--- src/rtl/rv32i_pkg.sv ---
// Shared opcode/funct3 encodings, ALU and writeback selectors for the RV32I single-cycle core.
package rv32i_pkg;

  localparam logic [6:0] OP       = 7'b0110011;
  localparam logic [6:0] OP_IMM   = 7'b0010011;
  localparam logic [6:0] LOAD     = 7'b0000011;
  localparam logic [6:0] STORE    = 7'b0100011;
  localparam logic [6:0] BRANCH   = 7'b1100011;
  localparam logic [6:0] JAL      = 7'b1101111;
  localparam logic [6:0] JALR     = 7'b1100111;
  localparam logic [6:0] LUI      = 7'b0110111;
  localparam logic [6:0] AUIPC    = 7'b0010111;
  localparam logic [6:0] SYSTEM   = 7'b1110011;
  localparam logic [6:0] MISC_MEM = 7'b0001111;

  localparam logic [2:0] F3_ADD  = 3'b000;
  localparam logic [2:0] F3_SLL  = 3'b001;
  localparam logic [2:0] F3_SLT  = 3'b010;
  localparam logic [2:0] F3_SLTU = 3'b011;
  localparam logic [2:0] F3_XOR  = 3'b100;
  localparam logic [2:0] F3_SR   = 3'b101;
  localparam logic [2:0] F3_OR   = 3'b110;
  localparam logic [2:0] F3_AND  = 3'b111;

  localparam logic [2:0] F3_BEQ  = 3'b000;
  localparam logic [2:0] F3_BNE  = 3'b001;
  localparam logic [2:0] F3_BLT  = 3'b100;
  localparam logic [2:0] F3_BGE  = 3'b101;
  localparam logic [2:0] F3_BLTU = 3'b110;
  localparam logic [2:0] F3_BGEU = 3'b111;

  localparam logic [2:0] F3_LB  = 3'b000;
  localparam logic [2:0] F3_LH  = 3'b001;
  localparam logic [2:0] F3_LW  = 3'b010;
  localparam logic [2:0] F3_LBU = 3'b100;
  localparam logic [2:0] F3_LHU = 3'b101;

  localparam logic [2:0] F3_SB = 3'b000;
  localparam logic [2:0] F3_SH = 3'b001;
  localparam logic [2:0] F3_SW = 3'b010;

  localparam logic [1:0] MW_NONE = 2'b00;
  localparam logic [1:0] MW_B    = 2'b01;
  localparam logic [1:0] MW_H    = 2'b10;
  localparam logic [1:0] MW_W    = 2'b11;

  localparam int unsigned REG_COUNT = 32;

  typedef enum logic [3:0] {
    ALU_ADD, ALU_SUB, ALU_SLL, ALU_SLT, ALU_SLTU,
    ALU_XOR, ALU_SRL, ALU_SRA, ALU_OR, ALU_AND, ALU_PASS_B
  } alu_op_t;

  typedef enum logic [1:0] {WB_ALU, WB_PC4, WB_LOAD} wb_sel_t;

  // alt selects SUB for funct3=000 and SRA for funct3=101
  function automatic alu_op_t alu_decode(input logic [2:0] f3, input logic alt);
    alu_op_t op;
    case (f3)
      F3_ADD:  op = alt ? ALU_SUB : ALU_ADD;
      F3_SLL:  op = ALU_SLL;
      F3_SLT:  op = ALU_SLT;
      F3_SLTU: op = ALU_SLTU;
      F3_XOR:  op = ALU_XOR;
      F3_SR:   op = alt ? ALU_SRA : ALU_SRL;
      F3_OR:   op = ALU_OR;
      default: op = ALU_AND;
    endcase
    return op;
  endfunction

endpackage

--- src/rtl/rv32i_regfile.sv ---
// 32x32 integer register file: two async read ports, one sync write port, x0 hardwired to zero.
module rv32i_regfile
  import rv32i_pkg::*;
(
  input  logic        clk,
  input  logic        rst,
  input  logic [4:0]  rs1_addr,
  input  logic [4:0]  rs2_addr,
  input  logic [4:0]  rd_addr,
  input  logic        we,
  input  logic [31:0] wd,
  output logic [31:0] rs1_val,
  output logic [31:0] rs2_val
);

  logic [31:0] Registers [REG_COUNT];

  always_ff @(posedge clk) begin
    if (rst) begin
      for (int unsigned i = 0; i < REG_COUNT; i++) Registers[i] <= '0;
    end else if (we && rd_addr != 5'd0) begin
      Registers[rd_addr] <= wd;
    end
  end

  assign rs1_val = (rs1_addr == 5'd0) ? '0 : Registers[rs1_addr];
  assign rs2_val = (rs2_addr == 5'd0) ? '0 : Registers[rs2_addr];

endmodule

--- src/rtl/rv32i_single_cycle_core.sv ---
// Single-cycle RV32I core: decode, immediates, ALU and next-pc logic; memories are external.
// Optional HALT_ON_ECALL_EN: ECALL/EBREAK freeze the core until reset.
module rv32i_single_cycle_core
  import rv32i_pkg::*;
#(
  parameter int unsigned     XLEN     = 32,
  parameter logic [XLEN-1:0] RESET_PC = 32'h0000_0000
) (
  input  logic            clk,
  input  logic            rst,
  input  logic [XLEN-1:0] instruction,
  input  logic [XLEN-1:0] data,
  output logic [XLEN-1:0] pc,
  output logic [XLEN-1:0] rd_data,
  output logic [XLEN-1:0] Read_data_2,
  output logic            MemREAD,
  output logic [1:0]      MemWrite
);

  logic [6:0]  opcode, funct7;
  logic [4:0]  rd, rs1, rs2;
  logic [2:0]  funct3;
  logic [31:0] imm_i, imm_s, imm_b, imm_u, imm_j;
  logic [31:0] rs1_val, rs2_val, alu_a, alu_b, alu_y;
  logic [31:0] pc_plus4, pc_next, wb_val, load_val, jalr_target;
  alu_op_t     alu_op;
  wb_sel_t     wb_sel;
  logic        reg_we, mem_read, br_taken, stall;
  logic [1:0]  mem_write;

  assign opcode = instruction[6:0];
  assign rd     = instruction[11:7];
  assign funct3 = instruction[14:12];
  assign rs1    = instruction[19:15];
  assign rs2    = instruction[24:20];
  assign funct7 = instruction[31:25];

  assign imm_i = {{20{instruction[31]}}, instruction[31:20]};
  assign imm_s = {{20{instruction[31]}}, instruction[31:25], instruction[11:7]};
  assign imm_b = {{19{instruction[31]}}, instruction[31], instruction[7],
                  instruction[30:25], instruction[11:8], 1'b0};
  assign imm_u = {instruction[31:12], 12'b0};
  assign imm_j = {{11{instruction[31]}}, instruction[31], instruction[19:12],
                  instruction[20], instruction[30:21], 1'b0};

  rv32i_regfile u_regfile (
    .clk      (clk),
    .rst      (rst),
    .rs1_addr (rs1),
    .rs2_addr (rs2),
    .rd_addr  (rd),
    .we       (reg_we && !stall),
    .wd       (wb_val),
    .rs1_val  (rs1_val),
    .rs2_val  (rs2_val)
  );

  assign pc_plus4    = pc + 32'd4;
  assign jalr_target = (rs1_val + imm_i) & ~32'd1;

  always_comb begin
    case (funct3)
      F3_BEQ:  br_taken = (rs1_val == rs2_val);
      F3_BNE:  br_taken = (rs1_val != rs2_val);
      F3_BLT:  br_taken = ($signed(rs1_val) <  $signed(rs2_val));
      F3_BGE:  br_taken = ($signed(rs1_val) >= $signed(rs2_val));
      F3_BLTU: br_taken = (rs1_val <  rs2_val);
      F3_BGEU: br_taken = (rs1_val >= rs2_val);
      default: br_taken = 1'b0;
    endcase
  end

  always_comb begin
    case (funct3)
      F3_LB:   load_val = {{24{data[7]}}, data[7:0]};
      F3_LH:   load_val = {{16{data[15]}}, data[15:0]};
      F3_LBU:  load_val = {24'b0, data[7:0]};
      F3_LHU:  load_val = {16'b0, data[15:0]};
      default: load_val = data;
    endcase
  end

  always_comb begin
    case (alu_op)
      ALU_ADD:  alu_y = alu_a + alu_b;
      ALU_SUB:  alu_y = alu_a - alu_b;
      ALU_SLL:  alu_y = alu_a << alu_b[4:0];
      ALU_SLT:  alu_y = {31'b0, $signed(alu_a) < $signed(alu_b)};
      ALU_SLTU: alu_y = {31'b0, alu_a < alu_b};
      ALU_XOR:  alu_y = alu_a ^ alu_b;
      ALU_SRL:  alu_y = alu_a >> alu_b[4:0];
      ALU_SRA:  alu_y = $unsigned($signed(alu_a) >>> alu_b[4:0]);
      ALU_OR:   alu_y = alu_a | alu_b;
      ALU_AND:  alu_y = alu_a & alu_b;
      default:  alu_y = alu_b;
    endcase
  end

`ifdef HALT_ON_ECALL_EN
  logic halt_req;
`endif

  // Anything not explicitly recognised falls through the defaults and retires as a NOP.
  always_comb begin
    alu_op    = ALU_ADD;
    alu_a     = rs1_val;
    alu_b     = imm_i;
    wb_sel    = WB_ALU;
    reg_we    = 1'b0;
    mem_read  = 1'b0;
    mem_write = MW_NONE;
    pc_next   = pc_plus4;
`ifdef HALT_ON_ECALL_EN
    halt_req  = 1'b0;
`endif
    case (opcode)
      LUI: begin
        alu_op = ALU_PASS_B;
        alu_b  = imm_u;
        reg_we = 1'b1;
      end
      AUIPC: begin
        alu_a  = pc;
        alu_b  = imm_u;
        reg_we = 1'b1;
      end
      JAL: begin
        wb_sel  = WB_PC4;
        reg_we  = 1'b1;
        pc_next = pc + imm_j;
      end
      JALR: if (funct3 == 3'b000) begin
        wb_sel  = WB_PC4;
        reg_we  = 1'b1;
        pc_next = jalr_target;
      end
      BRANCH: begin
        alu_op = ALU_SUB;
        alu_b  = rs2_val;
        if (br_taken) pc_next = pc + imm_b;
      end
      LOAD: if (funct3 inside {F3_LB, F3_LH, F3_LW, F3_LBU, F3_LHU}) begin
        wb_sel   = WB_LOAD;
        reg_we   = 1'b1;
        mem_read = 1'b1;
      end
      STORE: if (funct3 inside {F3_SB, F3_SH, F3_SW}) begin
        alu_b     = imm_s;
        mem_write = funct3[1:0] + 2'd1;
      end
      OP_IMM: begin
        if (funct3 == F3_SLL) begin
          if (funct7 == 7'h00) begin
            alu_op = ALU_SLL;
            reg_we = 1'b1;
          end
        end else if (funct3 == F3_SR) begin
          if (funct7 == 7'h00 || funct7 == 7'h20) begin
            alu_op = alu_decode(funct3, funct7[5]);
            reg_we = 1'b1;
          end
        end else begin
          alu_op = alu_decode(funct3, 1'b0);
          reg_we = 1'b1;
        end
      end
      OP: if (funct7 == 7'h00 ||
              (funct7 == 7'h20 && (funct3 == F3_ADD || funct3 == F3_SR))) begin
        alu_op = alu_decode(funct3, funct7[5]);
        alu_b  = rs2_val;
        reg_we = 1'b1;
      end
`ifdef HALT_ON_ECALL_EN
      SYSTEM: if (instruction == 32'h0000_0073 || instruction == 32'h0010_0073) begin
        halt_req = 1'b1;
        pc_next  = pc;
      end
`endif
      default: ;
    endcase
  end

  always_comb begin
    case (wb_sel)
      WB_PC4:  wb_val = pc_plus4;
      WB_LOAD: wb_val = load_val;
      default: wb_val = alu_y;
    endcase
  end

`ifdef HALT_ON_ECALL_EN
  logic halted;
  always_ff @(posedge clk) begin
    if (rst)           halted <= 1'b0;
    else if (halt_req) halted <= 1'b1;
  end
  assign stall = halted;
`else
  assign stall = 1'b0;
`endif

  always_ff @(posedge clk) begin
    if (rst)         pc <= RESET_PC;
    else if (!stall) pc <= pc_next & ~32'd3;
  end

  assign rd_data     = alu_y;
  assign Read_data_2 = rs2_val;
  assign MemREAD     = mem_read;
  assign MemWrite    = stall ? MW_NONE : mem_write;

endmodule

--- config.mk ---
export PLATFORM = sky130hd
export DESIGN_NAME = rv32i_single_cycle_core
export DESIGN_NICKNAME = d
export VERILOG_FILES = /design/src/rtl/rv32i_pkg.sv /design/src/rtl/rv32i_regfile.sv /design/src/rtl/rv32i_single_cycle_core.sv
export SDC_FILE = /design/constraint.sdc
export NUM_CORES = 2
export LEC_CHECK = 0
export CORE_MARGIN = 8
export CORE_UTILIZATION = 65
export CTS_BUF_LIST = sky130_fd_sc_hd__clkbuf_2
export DETAILED_ROUTE_END_ITERATION = 8
export PLACE_DENSITY_LB_ADDON = 0.25
export SYNTH_ARGS = -nofsm -noshare
export SYNTH_HDL_FRONTEND = slang
export SYNTH_SLANG_ARGS = --single-unit
--- constraint.sdc ---
create_clock -name clk -period 7.5 [get_ports clk]
set_input_delay 0.75 -clock clk [delete_from_list [all_inputs] [get_ports clk]]
set_output_delay 0.75 -clock clk [all_outputs]
set_load 0.005 [all_outputs]
==> impl_results.md, run 1 <==
- Status: stopped before the end
- Fail Step: global routing (5_1_grt)
- Stop err: [ERROR GRT-0232] Routing congestion too high. Check the congestion heatmap in the GUI.
- Number of flops mapped to enable cells by yosys: 1024
- PortBufs: 162
- CTS root buf: clkbuf_2
- CTS H-tree lvls: 5
- Starting Density: 0.655
- Largest area contributor in the netlist: edfxtp_1
- Longest Clk Path Bufs: 4
- All-Layer GR Usage: 0.800
- Overflow after GRT: 178
- Worst_ep grt: rd_data[26]
- Num CTS Buffers: 279
- Mean Syn Cell Area: 10.6 µm²
- Fraction of registers with async set/reset: 0
- Boundary pin count: 165
- Hpwl dp: 250000 µm
- GPL Wtd Cong: 1.20
- #FFs+latches synth: 1054
- Largest net degree at the start of global routing: 71
- Area contributors post-synth: edfxtp_1, mux4_2, mux2i_1, nor2_1, ha_1
- Post-synthesis cell count: 6817
- Clk sinks: 1054
- Synthesis Warnings: 0
- Top FF cell, synth: edfxtp_1
- Die span in x: 350 µm
- Cell area after synthesis: 72400 µm²
- Register area share after synthesis: 0.433
- Worst EP kind: top-level output
- DIE HEIGHT: 350 µm
- Synth unique cells: 105
- Row count: 122
- Initial antenna violation count: 63
- Post-synth top area share: 0.424
==> cells in the mapped netlist (65+ instances only) <==
master    number
ha_1         208
inv_1        165
mux4_2       319
o21ai_0      177
nand2_1      405
nor3_1       138
a22oi_1      312
mux2i_1      698
clkbuf_1     297
a21oi_1      403
nor2_1      1163
buf_2        178
buf_4         65
nand3_1       96
xnor2_1       86
edfxtp_1    1024
==> through the flow <==
stage / hold WS, ns / util / cells / cell area, µm² / setup slack, ns
floorplan: 0.662 / - / 6850 / 72600 / 0.463
global placement: 0.833 / 0.749 / 9021 / 82900 / -0.716
detailed placement: 0.840 / 0.749 / 9021 / 82900 / -0.712
CTS: 0.0581 / 0.782 / 9527 / 86600 / -0.0458
==> routing by layer <==
metal  GRT overflow  track usage
met3             17        0.729
met2             59        0.909
met1             20        0.803
met4             82        0.743
met5              0        0.481
==> cells by family after synthesis <==
logic type,Yosys count,synth area share
flops,1054,0.433
buf+inv,772,0.0500
mux,1043,0.200
xor+xnor,127,0.0154
other cells,1,0.0000518
simple gates,2155,0.130
fa+ha+maj,212,0.0370
compound gates,1453,0.135
==> repair_timing <==
item / 4_1_cts
hold buffers: 2
gates resized for setup: 215
endpoints found under the hold margin: 49
setup buffers: 60
pin swaps: 73
endpoints found under the setup margin: 27
==> run 2, diff against run 1 <==
--- a/config.mk
+++ b/config.mk
@@ -6,10 +6,9 @@
 export NUM_CORES = 2
 export LEC_CHECK = 0
 export CORE_MARGIN = 8
-export CORE_UTILIZATION = 65
-export CTS_BUF_LIST = sky130_fd_sc_hd__clkbuf_2
+export CORE_UTILIZATION = 40
 export DETAILED_ROUTE_END_ITERATION = 8
-export PLACE_DENSITY_LB_ADDON = 0.25
+export PLACE_DENSITY_LB_ADDON = 0.15
 export SYNTH_ARGS = -nofsm -noshare
 export SYNTH_HDL_FRONTEND = slang
 export SYNTH_SLANG_ARGS = --single-unit
==> impl_results.md, run 2 <==
- Max Cap Viol: 0
- Number of remaining DRC errors: 0
- All-Layer GR Usage: 0.368
- Critical Path RT: 6.75 ns
- PwrDens: 218 nW/µm²
- Vias in the first global route: 64100
- Longest Clk Path Bufs: 3 (-1)
- Worst-path clk slew: 0.06 ns
- Post-synth top area share: 0.424 (unchanged)
- Top Registers: u_regfile.Registers: 1024 flops, pc: 30 flops
- Number of flops mapped to enable cells by yosys: 1024 (unchanged)
- Violations in the final reports: negative setup slack
- Boundary pin count: 165 (unchanged)
- Status: finished with violations
- Final WS setup: -0.0399 ns
- Post-Route Utilization: 0.496
- Die span in x: 442 µm (+26%)
- Commonest non-fill, non-tap cell in the layout: nor2_1
- Area contributors post-synth: edfxtp_1, mux4_2, mux2i_1, nor2_1, ha_1
- Met2 GRT Util: 0.581
- Top FF cell, synth: edfxtp_1
- CP peak stage delay: 0.63 ns
- Fmax: 0.133 GHz
- Slew Limit Fails: 0
- Hpwl dp: 266000 µm (+6.8%)
- Fraction of registers with async set/reset: 0 (unchanged)
- Worst hold path type: input pin to flip-flop
- Cell area after synthesis: 72400 µm² (unchanged)
- Hold Fails Final Rpt: 0
- Initial antenna violation count: 10
- Synthesis Warnings: 0 (unchanged)
- Worst VDD drop: 208 µV
- GPL Wtd Cong: 1.06 (-12%)
- Clock Latency Late Sink: 0.80 ns
- Top-count cell post-synth: nor2_1
- Register area share after synthesis: 0.433 (unchanged)
- LEAKAGE: 35.3 nW
- Crit-path max FO: 9
- Setup Skew: 0.0617 ns
- Met3 Use GR: 0.0792
- Post-synthesis cell count: 6817 (unchanged)
- Core area: 180000 µm²
- Initial drt markers: 9190
- CTS tree: yes
- GR peak layer: met2
- Antenna-violating nets left: 0
- Worst Tran Pin Value: 1.19 ns
- CTS H-tree lvls: 3 (-2)
- Num CTS Buffers: 114 (-59%)
- Routed vias: 66600
- Final setup viols: 1
- Area grow syn2layout: 23.5%
- Startpoint Class: input pin
- Tot Pwr: 19.5 mW
- Fin nets: 7933
- CP endpoint kind: primary output
- Most numerous cell on the critical path: buf_4
- PortBufs: 162 (unchanged)
- Starting Density: 0.402 (-0.253)
- Worst-path cell chain: clkdlybuf4s50_1 > buf_6 > nor4bb_4 > buf_12 > buf_4 > buf_4 > buf_4 > a22oi_1 > nand2_1 > nor4_1 > buf_4 > a22oi_1 > buf_4 > mux2i_1 > buf_4 > mux2i_1 > nor3_1 > buf_4 > a2111oi_1 > a41oi_2 > clkdlybuf4s50_1
- RSZ-0062 raised after global routing: true
- Setup CP Type: input pin to primary output
- Buf/Inv on CP: 11
- Largest area contributor in the netlist: edfxtp_1
- Synth unique cells: 105 (unchanged)
- Post-route clock period utilization: 1.01
- CTS Hold Bufs: 0 (-2)
- Vias per inst: 6.58
- CTS root buf: clkbuf_16
- Final WL: 374000 µm
- Fillers: 16500
- WL/cell: 36.9 µm
- Tmin final: 7.54 ns
- Layout cells sized above 1: 0.249
- Largest net degree at the start of global routing: 76
- Overflow after GRT: 0
- Most frequent cells in the layout: nor2_1, edfxtp_1, buf_4
- Max reg flops: 1024
- Most instantiated cells after synthesis: nor2_1, edfxtp_1, mux2i_1
- Reg with most FFs: u_regfile.Registers
- Clk sinks: 1054 (unchanged)
- Row count: 156 (+28%)
- #FFs+latches synth: 1054 (unchanged)
- Slowest CP cell: a2111oi_1
- DIE AREA: 195000 µm²
- First-pass GRT wire length: 508000 µm
- Critical Path AT: 6.79 ns
- Pre-antenna DRT Iters: 8
- Met1 usage: 0.463
- DIE HEIGHT: 442 µm (+26%)
- CP delay by family, top: buffers and inverters
- Rel. slew slack: 0.198
- Mean Syn Cell Area: 10.6 µm² (unchanged)
==> run 2: per-stage QoR <==
step | setup slack, ns | hold slack (ns) | setup TNS, ns | std cells | area (µm²)
after floorplan | 0.463 | 0.662 | 0 | 6850 | 72600
after CTS | -0.138 | 0.594 | -0.138 | 10100 | 88700
final | -0.0399 | 0.601 | -0.0399 | 10100 | 89400
after detailed placement | -0.675 | 0.917 | -24.33 | 9876 | 84800
after global routing | -0.115 | 0.634 | -0.192 | 10100 | 89400
after global placement | -0.698 | 0.924 | -25.43 | 9876 | 84800
==> run 2: path summary, 6_finish.rpt <==
kind	start	endpoint	slack, ns	depth (start not counted)
min	rst	u_regfile.Registers[0][30]	0.60	1
max	instruction[19]	rd_data[7]	-0.04	21
max reg2reg	u_regfile.Registers[18][14]	u_regfile.Registers[26][27]	1.08	27
min reg2reg	pc[13]	pc[13]	0.92	4
==> run 2: cell families (layout without fill, tap and decap cells) <==
logic type                 after synthesis  after routing  share of synthesized area
AOI/OAI and AO/OA                     1453           1453                      0.135
xor gates and xnor gates               127            127                     0.0154
adders and majority gates              212            212                     0.0370
buffers and inverters                  772           1664                     0.0500
DFF                                   1054           1054                      0.433
muxes                                 1043           1043                      0.200
other                                    1             42                  0.0000518
and+or+nand+nor                       2155           2155                      0.130
==> run 2: what timing repair did <==
item                                    CTS  global route
gates resized for setup                  47            93
gates cloned                              0             4
pin swaps                                 7            31
setup buffers                             3            26
endpoints found under the setup margin   19            20
==> run 2: cell type report <==
| cell class | instances | area [µm²] | area share |
|---|---|---|---|
| flip-flops and latches | 1054 | 31400 | 0.351 |
| diodes | 8 | 20.0 | 0.000224 |
| clock buffers | 137 | 2960 | 0.0331 |
| well taps | 2370 | 2970 | 0.0332 |
| repair buffers | 1291 | 12000 | 0.134 |
| clock inverters | 66 | 737 | 0.00824 |
| multi-input cells | 5024 | 38800 | 0.433 |
| inverters | 170 | 641 | 0.00716 |
==> run 2: worst register-to-register path: stages (launching register included) <==
cell and delay (ns):
edfxtp_1 0.41, mux4_2 0.48, mux4_2 0.58, mux2i_1 0.24, buf_4 0.17, nor2_1 0.07, inv_2 0.12, o21ai_0 0.10
and2_4 0.19, ha_4 0.26, nor3_4 0.21, nand2_2 0.13, nor3_4 0.26, nand4_1 0.25, a31oi_2 0.31, buf_4 0.18
a2111oi_2 0.06, buf_4 0.19, buf_4 0.14, o311ai_2 0.24, o31ai_2 0.15, nor4b_1 0.32, nand3_1 0.21, buf_4 0.18
buf_4 0.13, a31oi_4 0.20, buf_12 0.22, nor2_1 0.15
==> run 2: routing by layer <==
layer / up-vias / routed length (µm)
li1: 27400 / -
met1: 33300 / 139000
met2: 4700 / 166000
met3: 1120 / 39800
met4: 6 / 28600
met5: - / 46
==> run 2: where the power goes <==
part | leakage (nW) | switching [mW] | internal, mW | total [mW]
clock | 1.79 | 2.50 | 3.25 | 5.75
sequential | 10.8 | 0.129 | 6.66 | 6.78
combinational | 22.8 | 4.24 | 2.68 | 6.92
Power figures use the tool's default switching activity.
